`src/rtl/parity_tx.sv`:
```
// parity_tx: serial transmitter for one nibble, framed as
// start bit, four data bits (a first), a parity bit and a stop bit.
// Every bit is held on tx for CLKS_PER_BIT clock cycles.
module parity_tx #(
   parameter int unsigned CLKS_PER_BIT = 4,
   parameter bit          ODD_PARITY   = 1'b0
) (
   input  logic clk,
   input  logic rst,
   input  logic a,
   input  logic b,
   input  logic c,
   input  logic d,
   input  logic valid,
   output logic ready,
   output logic tx,
   output logic p,
   output logic done
);

   typedef enum logic [2:0] {
      IDLE,
      START,
      DATA,
      PARITY,
      STOP
   } state_t;

   localparam logic [7:0] LAST_CNT = 8'(CLKS_PER_BIT - 1);

   state_t     state_q, state_d;
   logic [7:0] bitCnt_q, bitCnt_d;
   logic [1:0] bitIdx_q, bitIdx_d;
   logic [3:0] shift_q, shift_d;
   logic       p_q, p_d;
   logic       tx_q, tx_d;
   logic       done_q, done_d;
   logic       bitEnd;

   // A bit slot ends on the last cycle of its CLKS_PER_BIT-cycle window.
   assign bitEnd = (bitCnt_q == LAST_CNT);

   // Sequencing and datapath next-state; tx is derived from the next state so it changes in step with the state register.
   always_comb begin
      state_d  = state_q;
      bitCnt_d = bitCnt_q;
      bitIdx_d = bitIdx_q;
      shift_d  = shift_q;
      p_d      = p_q;
      done_d   = 1'b0;
      tx_d     = 1'b1;

      if (state_q != IDLE) begin
         bitCnt_d = bitEnd ? 8'd0 : bitCnt_q + 8'd1;
      end

      case (state_q)
         IDLE: begin
            bitCnt_d = 8'd0;
            bitIdx_d = 2'd0;
            if (valid) begin
               state_d = START;
               shift_d = {a, b, c, d};
               p_d     = a ^ b ^ c ^ d ^ ODD_PARITY;
            end
         end
         START: begin
            if (bitEnd) begin
               state_d  = DATA;
               bitIdx_d = 2'd0;
            end
         end
         DATA: begin
            if (bitEnd) begin
               shift_d = {shift_q[2:0], 1'b0};
               if (bitIdx_q == 2'd3) begin
                  state_d  = PARITY;
                  bitIdx_d = 2'd0;
               end else begin
                  bitIdx_d = bitIdx_q + 2'd1;
               end
            end
         end
         PARITY: begin
            if (bitEnd) begin
               state_d = STOP;
            end
         end
         STOP: begin
            if (bitEnd) begin
               state_d = IDLE;
               done_d  = 1'b1;
            end
         end
         default: begin
            state_d  = IDLE;
            bitCnt_d = 8'd0;
            bitIdx_d = 2'd0;
         end
      endcase

      case (state_d)
         IDLE:    tx_d = 1'b1;
         START:   tx_d = 1'b0;
         DATA:    tx_d = shift_d[3];
         PARITY:  tx_d = p_d;
         STOP:    tx_d = 1'b1;
         default: tx_d = 1'b1;
      endcase
   end

   // State and datapath registers; reset aborts any frame and parks the line high.
   always_ff @(posedge clk or posedge rst) begin
      if (rst) begin
         state_q  <= IDLE;
         bitCnt_q <= 8'd0;
         bitIdx_q <= 2'd0;
         shift_q  <= 4'd0;
         p_q      <= 1'b0;
         tx_q     <= 1'b1;
         done_q   <= 1'b0;
      end else begin
         state_q  <= state_d;
         bitCnt_q <= bitCnt_d;
         bitIdx_q <= bitIdx_d;
         shift_q  <= shift_d;
         p_q      <= p_d;
         tx_q     <= tx_d;
         done_q   <= done_d;
      end
   end

   assign ready = (state_q == IDLE);
   assign tx    = tx_q;
   assign p     = p_q;
   assign done  = done_q;

endmodule

```
`config.mk`:
```
export PLATFORM = sky130hd
export DESIGN_NAME = parity_tx
export DESIGN_NICKNAME = d
export VERILOG_FILES = /design/src/rtl/parity_tx.sv
export SDC_FILE = /design/constraint.sdc
export NUM_CORES = 1
export LEC_CHECK = 0
export BUFFER_PORTS_ARGS = -buffer_cell sky130_fd_sc_hd__buf_2
export CAP_MARGIN = 20
export CORE_MARGIN = 3
export CORE_UTILIZATION = 45
export DETAILED_ROUTE_END_ITERATION = 10
export GPL_TIMING_DRIVEN = 0
export MAX_ROUTING_LAYER = met4
export PLACE_DENSITY_LB_ADDON = 0.2
export SYNTH_ARGS = -nofsm -noshare
export SYNTH_HDL_FRONTEND = slang
export SYNTH_SLANG_ARGS = --single-unit
```
`constraint.sdc`:
```
create_clock -name clk -period 2.4 [get_ports clk]
set_clock_uncertainty 0.2 [all_clocks]
set_input_delay 0.12 -clock clk [delete_from_list [all_inputs] [get_ports clk]]
set_output_delay 0.12 -clock clk [all_outputs]
set_load 0.01 [all_outputs]
```
==> flow_metrics.tcl, run 1 <==
set metrics [dict create \
    syn_area_per_cell_um2 9.92 \
    portBuffers 10 \
    drc 0 \
    synth-warning-count 0 \
    dr.first_iter.drc_count 11 \
    hold_viol 0 \
    drive_gt1_share_pct 25.4 \
    ys_ff_latch 20 \
    clk_latency_ns 0.31 \
    cp_slowest_cell "or4b_4" \
    finalHoldWorstSlack_ns 0.0615 \
    hpwl_um 1270 \
    die_area_um2 2850 \
    die_w_um 53.4 \
    dpl_worst_slack_ns -0.158 \
    crit_type "reg2reg" \
    wl_um 1950 \
    crit_cells 7 \
    ant_nets 0 \
    routedWlPerCell_um 12.7 \
    start_util_pct 49.6 \
    ys_types 34 \
    synthTopCellsByArea "dfrtp_1 47%, xnor2_1 6.1%, nor2_1 5.2%" \
    gp_congestion 0.811 \
    path_buf_inv 1 \
    synth-main-ff-cell "dfrtp_1" \
    crit_required_ns 2.39 \
    numCtsBuffers 3 \
    finalCritPeriodShare_pct 95.8 \
    grtUsageTotal_pct 17.5 \
    grt_pass1_vias 787 \
    htreeDepth 1 \
    cts_root_buffer "clkbuf_4" \
    final_nets 136 \
    p_comb_share_pct 46.6 \
    worst_slack_ns 0.101 \
    p_sw_mw 0.516 \
    p_int_mw 0.843 \
    cp_top_family "simple AND/OR/NAND/NOR gates" \
    vias_per_cell 5.39 \
    worstMarginPinSlew_ns 0.726 \
    rows 16 \
    slowest_delay_ns 0.47 \
    ir_drop_v 0.000585 \
    synth.top_cells.by_count "19 x dfrtp_1, 14 x nor2_1, 9 x nand2_1" \
    holdPathStages 4 \
    diodes 0 \
    area_delta_synth_final_pct 25.0 \
    grt_start_max_net_pins 21 \
    finalMaxSlewViolations 0 \
    antenna_found_initial 0 \
    vias 825 \
    synth.most_common_cell "dfrtp_1" \
    p_sw_share_pct 38.0 \
    core-area_um2 2040 \
    cp_cell_sequence "ha_4 -> or4b_4 -> or2_1 -> buf_6 -> maj3_2 -> a32oi_2 -> o21ai_1" \
    io_pins 11 \
    cts_tree "done" \
    power.density_nw_per_um2 1070 \
    status "completed" \
    synth_edf_count 0 \
    syn_area_um2 1010 \
    synthesis.nets 111 \
    max-slew-margin-rel_pct 51.6 \
    setup_violations 0 \
    power_frac_seq_pct 38.9 \
    drt-pass1-iter-count 4 \
    synth_top_area_share_pct 47.0 \
    p_leak_nw 0.596 \
    post-route-min-period_ns 2.30 \
    maxCapViolations 0 \
    arrival_ns 2.29 \
    hold_class "in2reg" \
    cp_max_fo 6 \
    seq_area_frac_synth_pct 49.6 \
    r2r_cells 7 \
    total_power_mw 1.36 \
    clkPwrFrac_pct 14.5 \
    grt_first_pass_wirelength_um 3390 \
    worst_setup_path_end_kind "register" \
    cts.path.max_buffers 2 \
    syn_inst 102 \
    cp-start-kind "register" \
    yosys.area.top_type "dfrtp_1" \
    grt_overflow 0 \
    cts_sinks 20 \
    fmax_ghz 0.435 \
    async_flop_share_pct 100 \
    clk_pin_slew_ns 0.11 \
    die_h_um 53.4 \
]
-- worst register-to-register path: cells and delay by family (launching register included) --
kind,cells,cell delay (ns)
DFF,1,0.41
AOI/OAI and AO/OA,2,0.24
buffers and inverters,1,0.13
and+or+nand+nor,2,0.72
adders and majority gates,2,0.47
-- area by class of cell --
type	instances	area (um2)
inverters	4	15.0
flip-flops and latches	20	502
plain buffers	4	25.0
multi-input cells	74	515
fillers	185	777
well taps	27	33.8
repair buffers	20	138
clock buffers	4	36.3
-- flip-flops by register name (all words and copies together) (netlist names) --
register	count
tx	1
bitCnt_q	8
done	1
shift_q	4
state_q	3
p	1
bitIdx_q	2
-- cells in the final DEF, fill, tap and decap left out, types with 2 or more instances in the layout --
master,Yosys,final
dfrtp_1,19,19
nor2_1,14,14
buf_2,2,12
nand2_1,9,9
nand3_1,7,7
xnor2_1,7,6
dlygate4sd3_1,0,5
buf_4,0,5
xor2_1,4,4
inv_1,4,4
and2_1,3,3
o21ai_1,3,3
clkbuf_4,0,3
and3_1,2,2
a31oi_1,2,2
a21oi_1,2,2
a22oi_1,2,2
-- timing repair --
item	4_1_cts	5_1_grt
pin swaps	4	3
endpoints found under the setup margin	2	2
setup buffers	5	0
hold endpoints to repair	23	0
resized for setup	4	3
hold buffers	5	0
-- cells by family after synthesis --
family,synth area share (%)
AND/OR/NAND/NOR,22.0
flip-flops,49.6
AO/OA/AOI/OAI,11.4
XOR/XNOR,9.52
buffers and inverters,3.95
adder cells (fa/ha/maj),3.58
-- routing by layer --
layer / up-vias / wire, um / global-route usage (%)
li1: 404 / - / -
met5: - / 0 / -
met2: 21 / 905 / 26.7
met1: 393 / 903 / 20.8
met4: 0 / 72 / 12.3
met3: 7 / 64 / 2.82
-- worst paths after layout --
check | startpoint | endpoint | slack (ns)
setup / recovery | bitCnt_q[1] | bitIdx_q[1] | 0.10
hold / removal | valid | state_q[0] | 0.06
setup reg to reg | bitCnt_q[1] | bitIdx_q[1] | 0.10
hold reg to reg | shift_q[1] | shift_q[1] | 0.28
max in group asynchronous | rst | done | 1.28
min in group asynchronous | rst | shift_q[2] | 0.26
-- stage by stage --
step	cell area, um2	TNS (ns)	utilization (%)	cells
6_report	1260	0	61.9	153
4_1_cts	1250	0	61.0	153
3_5_place_dp	1100	-0.176	53.8	139
5_1_grt	1260	-0.00365	61.9	153
2_1_floorplan	1010	0	-	102
3_3_place_gp	1100	-0.138	53.8	139
-- power by group through the flow --
stage / Sequential (mW) / Combinational [mW] / Clock (mW)
after floorplan: 0.530 / 0.394 / 0
after global placement: 0.535 / 0.503 / 0
after detailed placement: 0.537 / 0.510 / 0
after CTS: 0.527 / 0.607 / 0.202
after global routing: 0.545 / 0.714 / 0.221
final: 0.529 / 0.634 / 0.197
No activity file was read; power rests on OpenSTA's default activity.
==> run 2, diff against run 1 <==
clock period = 1.9 ns   (was 2.4 ns; I/O delays follow)
==> flow_metrics.tcl, run 2 (synthesis results as in run 1) <==
set metrics [dict create \
    worstMarginPinSlew_ns 0.730 \
    cts_sinks 20 \
    worst_setup_path_end_kind "register" \
    drive_gt1_share_pct 28.9 \
    cp_max_fo 4 \
    wl_um 2050 \
    largest_reg_flops 8 \
    dpl_worst_slack_ns -0.596 \
    p_leak_nw 0.610 \
    fillers 183 \
    routedWlPerCell_um 13.2 \
    ir_drop_v 0.000802 \
    stdcell_area_um2 1310 \
    gp_congestion 0.818 \
    max-slew-margin-rel_pct 51.3 \
    failed_checks "negative setup slack" \
    cts_root_buffer "clkbuf_4" \
    die_w_um 53.4 \
    cts.path.max_buffers 2 \
    multi_input_area_um2 547 \
    seqCellArea_um2 502 \
    drt-pass1-iter-count 4 \
    area_delta_synth_final_pct 29.5 \
    finalCritPeriodShare_pct 118 \
    worst_slack_ns -0.349 \
    place_area_um2 1120 \
    arrival_ns 2.29 \
    cp-start-kind "register" \
    dr.first_iter.drc_count 4 \
    numCtsBuffers 3 \
    io_pins 11 \
    cts_tree "done" \
    slowest_delay_ns 0.48 \
    drc 0 \
    crit_required_ns 1.94 \
    cp_slowest_cell "or4b_4" \
    die_h_um 53.4 \
    core-area_um2 2040 \
    grt_overflow 0 \
    status "finished, violations left" \
    start_util_pct 49.6 \
    finalMaxSlewViolations 0 \
    fin_util_pct 64.2 \
    final_common_cell "dfrtp_1" \
    grt_pass1_vias 863 \
    hold_class "in2reg" \
    reg_top3 "bitCnt_q x8, shift_q x4, state_q x3" \
    portBuffers 10 \
    fmax_ghz 0.445 \
    vias 837 \
    power.density_nw_per_um2 1380 \
    clk_latency_ns 0.30 \
    htreeDepth 1 \
    most-common-layout-cells "19 x dfrtp_1, 12 x buf_2, 12 x nor2_1, 8 x nand2_1" \
    hpwl_um 1300 \
    crit_type "reg2reg" \
    vias_per_cell 5.40 \
    setup_violations 9 \
    hold_viol 0 \
    diodes 0 \
    clk_pin_slew_ns 0.11 \
    grt_start_max_net_pins 21 \
    maxCapViolations 0 \
    grtUsageTotal_pct 18.4 \
    cp_cell_sequence "ha_4 -> or4b_4 -> or3_4 -> buf_6 -> nor2_2 -> a31oi_1 -> o32a_1" \
    antenna_found_initial 0 \
    largest-register "bitCnt_q" \
    ant_nets 0 \
    post-route-min-period_ns 2.25 \
    rsz0062_at_grt "yes" \
    die_area_um2 2850 \
    grt_first_pass_wirelength_um 3710 \
    final_nets 138 \
    rows 16 \
]
## run 2: changes by cell type in the layout (fill, tap and decap cells not counted), sizes merged
cell  change
buf       +2
## run 2: area by class of cell
class	instances	area share, %
Buffer	3	1.05
Clock buffer	4	2.77
Inverter	4	1.15
Multi-Input combinational cell	74	41.7
Sequential cell	20	38.3
Tap cell	27	2.58
Timing Repair Buffer	23	12.5
## run 2: final timing paths
check / startpoint / endpoint / slack [ns] / cells after the start
max reg2reg: bitCnt_q[0] / tx / -0.35 / 7
min: valid / state_q[0] / 0.05 / 4
max: bitCnt_q[0] / tx / -0.35 / 7
min reg2reg: shift_q[1] / shift_q[1] / 0.29 / 2
max in group asynchronous: rst / bitCnt_q[2] / 0.80 / 3
min in group asynchronous: rst / bitCnt_q[7] / 0.25 / 3
## run 2: critical path: cells and delay by family, from the launching register on
kind / cells / cell delay [ns]
DFF: 1 / 0.41
buffers and inverters: 1 / 0.14
and+or+nand+nor: 3 / 0.97
AOI/OAI and AO/OA: 2 / 0.34
adders and majority gates: 1 / 0.14
## run 2: repair_timing
item                                    CTS  global route
endpoints found under the hold margin    23             0
buffers inserted                          7             1
hold buffers                              5             0
cloned                                    0             0
gates resized for setup                   2             7
pin swaps                                 6             3
endpoints found under the setup margin   17            16
## run 2: report_power, final
part           switching [mW]  total, mW  internal [mW]  leakage [nW]
registers               0.101      0.671          0.570         0.257
logic                   0.471      0.893          0.422         0.332
clock network           0.133      0.250          0.117        0.0210
## run 2: metrics by stage
step / power (mW) / TNS [ns] / instances / hold WS (ns)
floorplan: 1.22 / -1.37 / 102 / -0.142
global placement: 1.36 / -2.88 / 139 / 0.0610
detailed placement: 1.37 / -2.86 / 139 / 0.0573
CTS: 1.70 / -1.32 / 154 / 0.0398
finish: 1.81 / -1.31 / 155 / 0.0484
global route: 1.97 / -2.27 / 155 / 0.127
## run 2: per-layer routing
metal  up-vias  GRT usage, %  share of wire [%]
met1       416          20.6                 45
met5         -             -                  0
met4         0          6.81               0.68
li1        407             -                  -
met3         2          3.94                2.6
met2        12          31.8                 51
